$ cat src/rtl/alu_pkg.sv
// Shared ALU command definitions: command width, opcode encoding, the packed
// command layout, and the opcode legality test used by the command queue.
package alu_pkg;

  localparam int CMD_W = 12;

  typedef enum logic [2:0] {
    OP_ADD = 3'b000,
    OP_SUB = 3'b001,
    OP_AND = 3'b010,
    OP_OR  = 3'b011,
    OP_NOT = 3'b100,
    OP_NOP = 3'b111
  } alu_op_e;

  typedef struct packed {
    alu_op_e    op;
    logic [2:0] a1;
    logic [2:0] a2;
    logic [2:0] dst;
  } alu_cmd_t;

  // Opcodes 3'b101..3'b111 carry no ALU operation.
  function automatic logic is_valid_op(input logic [2:0] op);
    return op <= 3'(OP_NOT);
  endfunction

endpackage

$ cat src/rtl/command_queue_if.sv
// Host-to-queue and queue-to-controller valid/ready handshakes carrying ALU commands.
// The queue takes the slave side; the host/controller environment takes the master side.
interface command_queue_if;

  logic                      in_valid;
  logic                      in_ready;
  logic [alu_pkg::CMD_W-1:0] in_cmd;
  logic                      out_valid;
  logic                      out_ready;
  logic [alu_pkg::CMD_W-1:0] out_cmd;

  modport master (
    output in_valid, in_cmd, out_ready,
    input  in_ready, out_valid, out_cmd
  );

  modport slave (
    input  in_valid, in_cmd, out_ready,
    output in_ready, out_valid, out_cmd
  );

endinterface

$ cat src/rtl/command_queue.sv
// First-word-fall-through command FIFO between the host and the ALU controller.
// Define CMD_QUEUE_DROP_NOP_EN to discard non-ALU opcodes at entry and count them on drop_cnt.
module command_queue
  import alu_pkg::*;
#(
  parameter int DEPTH = 4
) (
  input  logic                         clk,
  input  logic                         rst,
  input  logic                         flush,
  command_queue_if.slave               bus,
  output logic [$clog2(DEPTH+1)-1:0]   count,
  output logic                         full,
  output logic                         empty
`ifdef CMD_QUEUE_DROP_NOP_EN
  ,
  output logic [7:0]                   drop_cnt
`endif
);

  localparam int PTR_W = $clog2(DEPTH);
  localparam int CNT_W = $clog2(DEPTH+1);

  logic [CMD_W-1:0] mem_q [DEPTH];
  logic [PTR_W-1:0] wr_ptr_q, wr_ptr_d;
  logic [PTR_W-1:0] rd_ptr_q, rd_ptr_d;
  logic [CNT_W-1:0] count_q, count_d;
  logic             full_q, full_d;
  logic             empty_q, empty_d;
  logic             push, pop, keep, store, mem_we;

`ifdef CMD_QUEUE_DROP_NOP_EN
  logic [7:0] drop_cnt_q, drop_cnt_d;
  assign keep     = is_valid_op(bus.in_cmd[CMD_W-1 -: 3]);
  assign drop_cnt = drop_cnt_q;
`else
  assign keep = 1'b1;
`endif

  // in_ready comes only from the registered full flag, never from out_ready.
  assign push  = bus.in_valid & ~full_q;
  assign pop   = bus.out_ready & ~empty_q;
  assign store = push & keep;

  // NOTE: every variable gets a default before any branch so no latch is inferred.
  always_comb begin
    wr_ptr_d = wr_ptr_q;
    rd_ptr_d = rd_ptr_q;
    count_d  = count_q;
    mem_we   = 1'b0;
`ifdef CMD_QUEUE_DROP_NOP_EN
    drop_cnt_d = drop_cnt_q;
`endif
    if (flush) begin
      wr_ptr_d = '0;
      rd_ptr_d = '0;
      count_d  = '0;
    end else begin
      mem_we = store & ~rst;
      if (store) wr_ptr_d = wr_ptr_q + PTR_W'(1);
      if (pop)   rd_ptr_d = rd_ptr_q + PTR_W'(1);
      case ({store, pop})
        2'b10:   count_d = count_q + CNT_W'(1);
        2'b01:   count_d = count_q - CNT_W'(1);
        default: count_d = count_q;
      endcase
`ifdef CMD_QUEUE_DROP_NOP_EN
      if (push && !keep && drop_cnt_q != 8'hFF) drop_cnt_d = drop_cnt_q + 8'd1;
`endif
    end
    full_d  = (count_d == CNT_W'(DEPTH));
    empty_d = (count_d == '0);
  end

  // NOTE: sequential state uses non-blocking assignments so every flop samples pre-edge values.
  always_ff @(posedge clk) begin
    if (rst) begin
      wr_ptr_q <= '0;
      rd_ptr_q <= '0;
      count_q  <= '0;
      full_q   <= 1'b0;
      empty_q  <= 1'b1;
`ifdef CMD_QUEUE_DROP_NOP_EN
      drop_cnt_q <= '0;
`endif
    end else begin
      wr_ptr_q <= wr_ptr_d;
      rd_ptr_q <= rd_ptr_d;
      count_q  <= count_d;
      full_q   <= full_d;
      empty_q  <= empty_d;
`ifdef CMD_QUEUE_DROP_NOP_EN
      drop_cnt_q <= drop_cnt_d;
`endif
    end
  end

  // NOTE: storage is deliberately not reset; out_cmd is masked by empty so stale words never leak.
  always_ff @(posedge clk) begin
    if (mem_we) mem_q[wr_ptr_q] <= bus.in_cmd;
  end

  assign bus.in_ready  = ~full_q;
  assign bus.out_valid = ~empty_q;
  assign bus.out_cmd   = empty_q ? '0 : mem_q[rd_ptr_q];
  assign count         = count_q;
  assign full          = full_q;
  assign empty         = empty_q;

endmodule

$ cat src/flat_wrapper.sv
// flat-port wrapper written by rule: the top's interface ports become plain ports
module command_queue_flat import alu_pkg::*;
#(
  parameter int DEPTH = 4
)
  (clk, rst, flush, count, full, empty, bus_in_valid, bus_in_cmd, bus_out_ready, bus_in_ready, bus_out_valid, bus_out_cmd);
  command_queue_if bus_i ();
  input  logic clk;
  input  logic rst;
  input  logic flush;
  output logic [$clog2(DEPTH+1)-1:0] count;
  output logic full;
  output logic empty;
  input wire logic [$bits(bus_i.in_valid)-1:0] bus_in_valid;
  input wire logic [$bits(bus_i.in_cmd)-1:0] bus_in_cmd;
  input wire logic [$bits(bus_i.out_ready)-1:0] bus_out_ready;
  output wire logic [$bits(bus_i.in_ready)-1:0] bus_in_ready;
  output wire logic [$bits(bus_i.out_valid)-1:0] bus_out_valid;
  output wire logic [$bits(bus_i.out_cmd)-1:0] bus_out_cmd;
  assign bus_i.in_valid = bus_in_valid;
  assign bus_i.in_cmd = bus_in_cmd;
  assign bus_i.out_ready = bus_out_ready;
  assign bus_in_ready = bus_i.in_ready;
  assign bus_out_valid = bus_i.out_valid;
  assign bus_out_cmd = bus_i.out_cmd;
  command_queue #(.DEPTH(DEPTH)) u_core (.clk(clk), .rst(rst), .flush(flush), .bus(bus_i), .count(count), .full(full), .empty(empty));
endmodule
$ cat config.mk
export PLATFORM = sky130hd
export DESIGN_NAME = command_queue_flat
export DESIGN_NICKNAME = d
export VERILOG_FILES = /design/src/rtl/alu_pkg.sv /design/src/rtl/command_queue_if.sv /design/src/rtl/command_queue.sv /design/src/flat_wrapper.sv
export SDC_FILE = /design/constraint.sdc
export NUM_CORES = 1
export LEC_CHECK = 0
export CAP_MARGIN = 25
export CORE_UTILIZATION = 40
export DETAILED_ROUTE_END_ITERATION = 10
export GPL_TIMING_DRIVEN = 0
export SETUP_SLACK_MARGIN = 0.5
export SLEW_MARGIN = 10
export SYNTH_ARGS = -nofsm -noshare
export SYNTH_HDL_FRONTEND = slang
export SYNTH_SLANG_ARGS = --single-unit
$ cat constraint.sdc
create_clock -name clk -period 4.7 [get_ports clk]
set_clock_uncertainty 0.1 [all_clocks]
set_input_delay 1.41 -clock clk [delete_from_list [all_inputs] [get_ports clk]]
set_output_delay 1.41 -clock clk [all_outputs]
set_load 0.03 [all_outputs]
==> reports/results.md <==
| Group | Item | This run |
|:---|:---|:---|
| die | Core area | 0.00557 sq mm |
| sta | Number of max-slew violations in the final report | 0 |
| yosys | Instance count of the mapped netlist | 131 |
| power and ir drop | Maximum ir drop on the vdd rail | 0.000219 V |
| placed design | Final RePlAce weighted congestion | 0.670 |
| sta | Final worst hold slack | 0.444 ns |
| die | Initial Util | 0.421 |
| worst setup path | Delay contributed by the slowest stage of the critical path | 0.59 ns |
| die | Die Width | 78.6 um |
| worst setup path | Crit Path Max Fanout | 10 |
| power and ir drop | Total power divided by cell area | 358 mW/mm^2 |
| worst setup path | Arrival time of the worst setup path | 2.38 ns |
| worst setup path | Startpoint type of the worst setup path | flop |
| power and ir drop | Internal power | 0.000844 W |
| worst setup path | Critical-path cell list | buf_1 > mux4_2 > and2_1 > clkdlybuf4s50_1 |
| final layout | Number of fill cells | 472 |
| final layout | Register cell area after layout | 0.00166 sq mm |
| die | Die Footprint | 0.00617 sq mm |
| sta | Worst max-slew margin expressed relative to the limit | 0.543 |
| placed design | Post-DP HPWL | 2620 um |
| detailed routing | Remaining antenna violation count after routing | 0 |
| sta | Transition at the pin with the smallest max-transition slack | 0.685 ns |
| yosys | Share of the yosys chip area belonging to registers | 0.709 |
| final layout | Number of diodes added for antenna fixing | 0 |
| worst hold path | Cell count of the worst hold path | 2 |
| detailed routing | Total via count in the routed design | 1242 |
| clocking | CTS HTree Levels | 3 |
| flow run | Maxcap violations | 0 |
| worst hold path | Worst hold path endpoint | u_core.rd_ptr_q[1]$_SDFFE_PP0N_ |
| worst setup path | R2R Path Start | u_core.full$_SDFF_PP0_ |
| detailed routing | Detailed-route DRC error count | 0 |
| grt | Wire length of the first global-routing pass | 6730 um |
| power and ir drop | Share of power burned in the clock network | 0.384 |
| yosys | Register bit total from synthesis | 59 |
| detailed routing | DR vias/cell | 4.89 |
| final layout | Area of the multi-input gates | 634 sq um |
| grt | Via count of the first global-routing pass | 1384 |
| sta | Setup slack of the critical path after layout | 0.806 ns |
| die | Height of the die | 78.6 um |
| worst setup path | R2R cell count | 8 |
| grt | Maximum number of pins on one net before global-route repair | 13 |
| yosys | Post-synthesis net count | 154 |
| sta | Final hold violation count | 0 |
| clocking | Clock tree root buffer cell | clkbuf_8 |
| worst setup path | Worst path bufs/invs | 2 |
| clocking | # clock sinks | 59 |
| sta | Setup repair after global routing missed its margin | false |
| worst setup path | Reg2Reg Setup Slack | 2.21 ns |
| detailed routing | Routed length per instance | 15.6 um |
| clocking | Hold buffer count at cts | 0 |
| clocking | TritonCTS clock tree | done |
| clocking | Inserted Clock Buffers | 9 |
| grt | Antenna violations before repair | 0 |
| detailed routing | Total detailed-routing wirelength | 3970 um |
| worst setup path | Type of the worst setup path | reg2out |
| power and ir drop | Sw Ratio | 0.206 |
| status | Result of the run | completed |
| sta | Final count of negative-setup-slack endpoints | 0 |
| sta | Fmax achieved | 0.257 GHz |
| worst setup path | Library cell contributing the largest single delay on the critical path | clkdlybuf4s50_1 |
| worst setup path | Data required time of the worst path | 3.19 ns |
| final layout | Syn-to-layout area delta | 26.6% |
| worst setup path | Endpoint of the worst-slack reg-to-reg timing path | u_core.empty$_SDFF_PP1_ |
| power and ir drop | Sw Pwr | 0.000219 W |
| power and ir drop | Fraction of power consumed by combinational cells | 0.074 |
| yosys | Yosys warnings | 0 |
| clocking | Count of instances resized after the clock tree is built | 0 |
| power and ir drop | Part of the power in registers | 0.542 |
| yosys | Number of distinct library cells after synthesis | 26 |
| placed design | Pre-CTS WS | 0.661 ns |
| final layout | Proportion of layout cells with a drive suffix above 1 | 0.165 |
| die | Core Rows | 27 |
| clocking | Clock latency of the later-clocked register in the worst-skew pair | 0.32 ns |
| detailed routing | Violation count after the first detailed-route iteration | 68 |
| grt | Gr usage total | 0.154 |
| detailed routing | First-pass DRT Iterations | 4 |
| worst hold path | Worst hold-check path type | reg2reg |
| worst setup path | Cell family with most CP delay | buffers and inverters |
| clocking | Number of setup buffers added after CTS | 0 |
| sta | Minimum clock period | 3.89 ns |
| clocking | Clock input transition at the sequential cells of the worst setup and hold paths | 0.06 ns |
| placed design | Port Buf Inserts | 35 |
| yosys | Mean instance size in the synthesized netlist | 17.9 sq um |
| grt | Final global-route overflow total | 0 |
| power and ir drop | Leakage component of the power | 1.01 nW |
| worst hold path | Worst Hold Launch | u_core.rd_ptr_q[1]$_SDFFE_PP0N_ |
| worst setup path | Worst setup EP type | primary output |
| clocking | Maximum buffer depth of the clock tree | 2 |
| final layout | Nets | 200 |
| sta | Final cycle utilization of the critical path | 0.829 |
| yosys | Post-synthesis cell area | 0.00234 sq mm |
| die | Count of boundary I/O pins | 36 |
| sta | Final total negative setup slack | 0 ns |
-- state kept, by name (all words and copies together) (netlist names), named ones only --
name / cells
u_core.wr_ptr_q: 2
u_core.count: 3
u_core.full: 1
u_core.empty: 1
u_core.mem_q: 48
u_core.rd_ptr_q: 2
-- area by class of cell --
cell class                      instances  share of cell area
Buffer                                  5              0.0101
Clock buffer                           14              0.0582
Clock inverter                          2             0.00337
Inverter                                5             0.00632
Multi-Input combinational cell         62               0.214
Sequential cell                        59               0.560
Tap cell                               72              0.0304
Timing Repair Buffer                   35               0.118
-- synth_stat cells --
master | instances | area [sq um]
edfxtp_1 | 48 | 1440
and2_1 | 12 | 75.1
mux4_2 | 12 | 270
dfxtp_1 | 11 | 220
nor2_1 | 8 | 30.0
and3_1 | 5 | 31.3
ha_1 | 5 | 62.6
inv_1 | 5 | 18.8
xnor2_1 | 3 | 26.3
clkbuf_1 | 2 | 7.51
mux2i_1 | 2 | 20.0
nor2b_1 | 2 | 12.5
nor3b_1 | 2 | 15.0
xor2_1 | 2 | 17.5
a21oi_1 | 1 | 5.00
buf_1 | 1 | 3.75
buf_4 | 1 | 7.51
buf_6 | 1 | 11.3
fa_1 | 1 | 20.0
nand2_1 | 1 | 3.75
nand3b_1 | 1 | 7.51
nor3_1 | 1 | 5.00
o211ai_1 | 1 | 7.51
or2_1 | 1 | 6.26
or3_2 | 1 | 7.51
or4_4 | 1 | 11.3
-- worst max-delay path by stage --
stage | start | to | slack, ns | cells past startpoint
detailed placement | bus_in_valid | u_core.empty$_SDFF_PP1_ | 0.66 | 9
finish | flop | bus_out_cmd[0] | 0.81 | 4
global route | flop | bus_out_cmd[0] | 0.67 | 4
CTS | flop | bus_out_cmd[0] | 0.76 | 4
global placement | bus_in_valid | u_core.empty$_SDFF_PP1_ | 0.73 | 9
floorplan | bus_in_valid | u_core.empty$_SDFF_PP1_ | 1.31 | 8
-- power groups by stage --
stage | combinational (W) | clock, W | sequential (W)
floorplan | 0.0000384 | 0 | 0.000590
global placement | 0.0000770 | 0 | 0.000586
detailed placement | 0.0000792 | 0 | 0.000587
CTS | 0.0000795 | 0.000418 | 0.000576
global route | 0.0000845 | 0.000442 | 0.000577
finish | 0.0000785 | 0.000408 | 0.000576
-- metal layers --
metal	GRT usage	up-vias	share of wire
met5	0	-	0
met4	0.0815	0	0.024
met3	0.0605	9	0.051
met2	0.253	36	0.51
met1	0.172	609	0.42
li1	-	588	-
-- cells by family after synthesis --
logic type | share of synthesized area
mux | 0.124
flops | 0.709
xor+xnor | 0.0187
compound gates | 0.00534
simple gates | 0.0875
fa+ha+maj | 0.0352
buf+inv | 0.0208
-- per-stage QoR --
step	total power, W	utilization	std cells	cell area [sq um]
3_5_place_dp	0.000666	0.500	238	2790
4_1_cts	0.00107	0.532	254	2970
6_report	0.00106	0.532	254	2970
5_1_grt	0.00110	0.532	254	2970
2_1_floorplan	0.000628	-	131	2340
3_3_place_gp	0.000663	0.500	238	2790
-- worst register-to-register path: cells and delay by family (launching register included) --
family        cells  cell delay, ns
fa+ha+maj         2            0.76
buf+inv           2            0.36
flops             1            0.32
simple gates      4            0.83
-- cells in the final DEF, fill, tap and decap left out, types with 2 or more instances in the layout --
cell type	n
clkbuf_1	4
and3_1	5
mux2i_1	2
clkbuf_8	12
dfxtp_1	11
nor2b_1	2
nor2_1	8
mux4_2	12
inv_1	5
nor3b_1	2
clkdlybuf4s50_1	35
clkinv_2	2
edfxtp_1	48
and2_1	12
xor2_1	2
ha_1	5
xnor2_1	3
No activity file was read; power rests on OpenSTA's default activity.
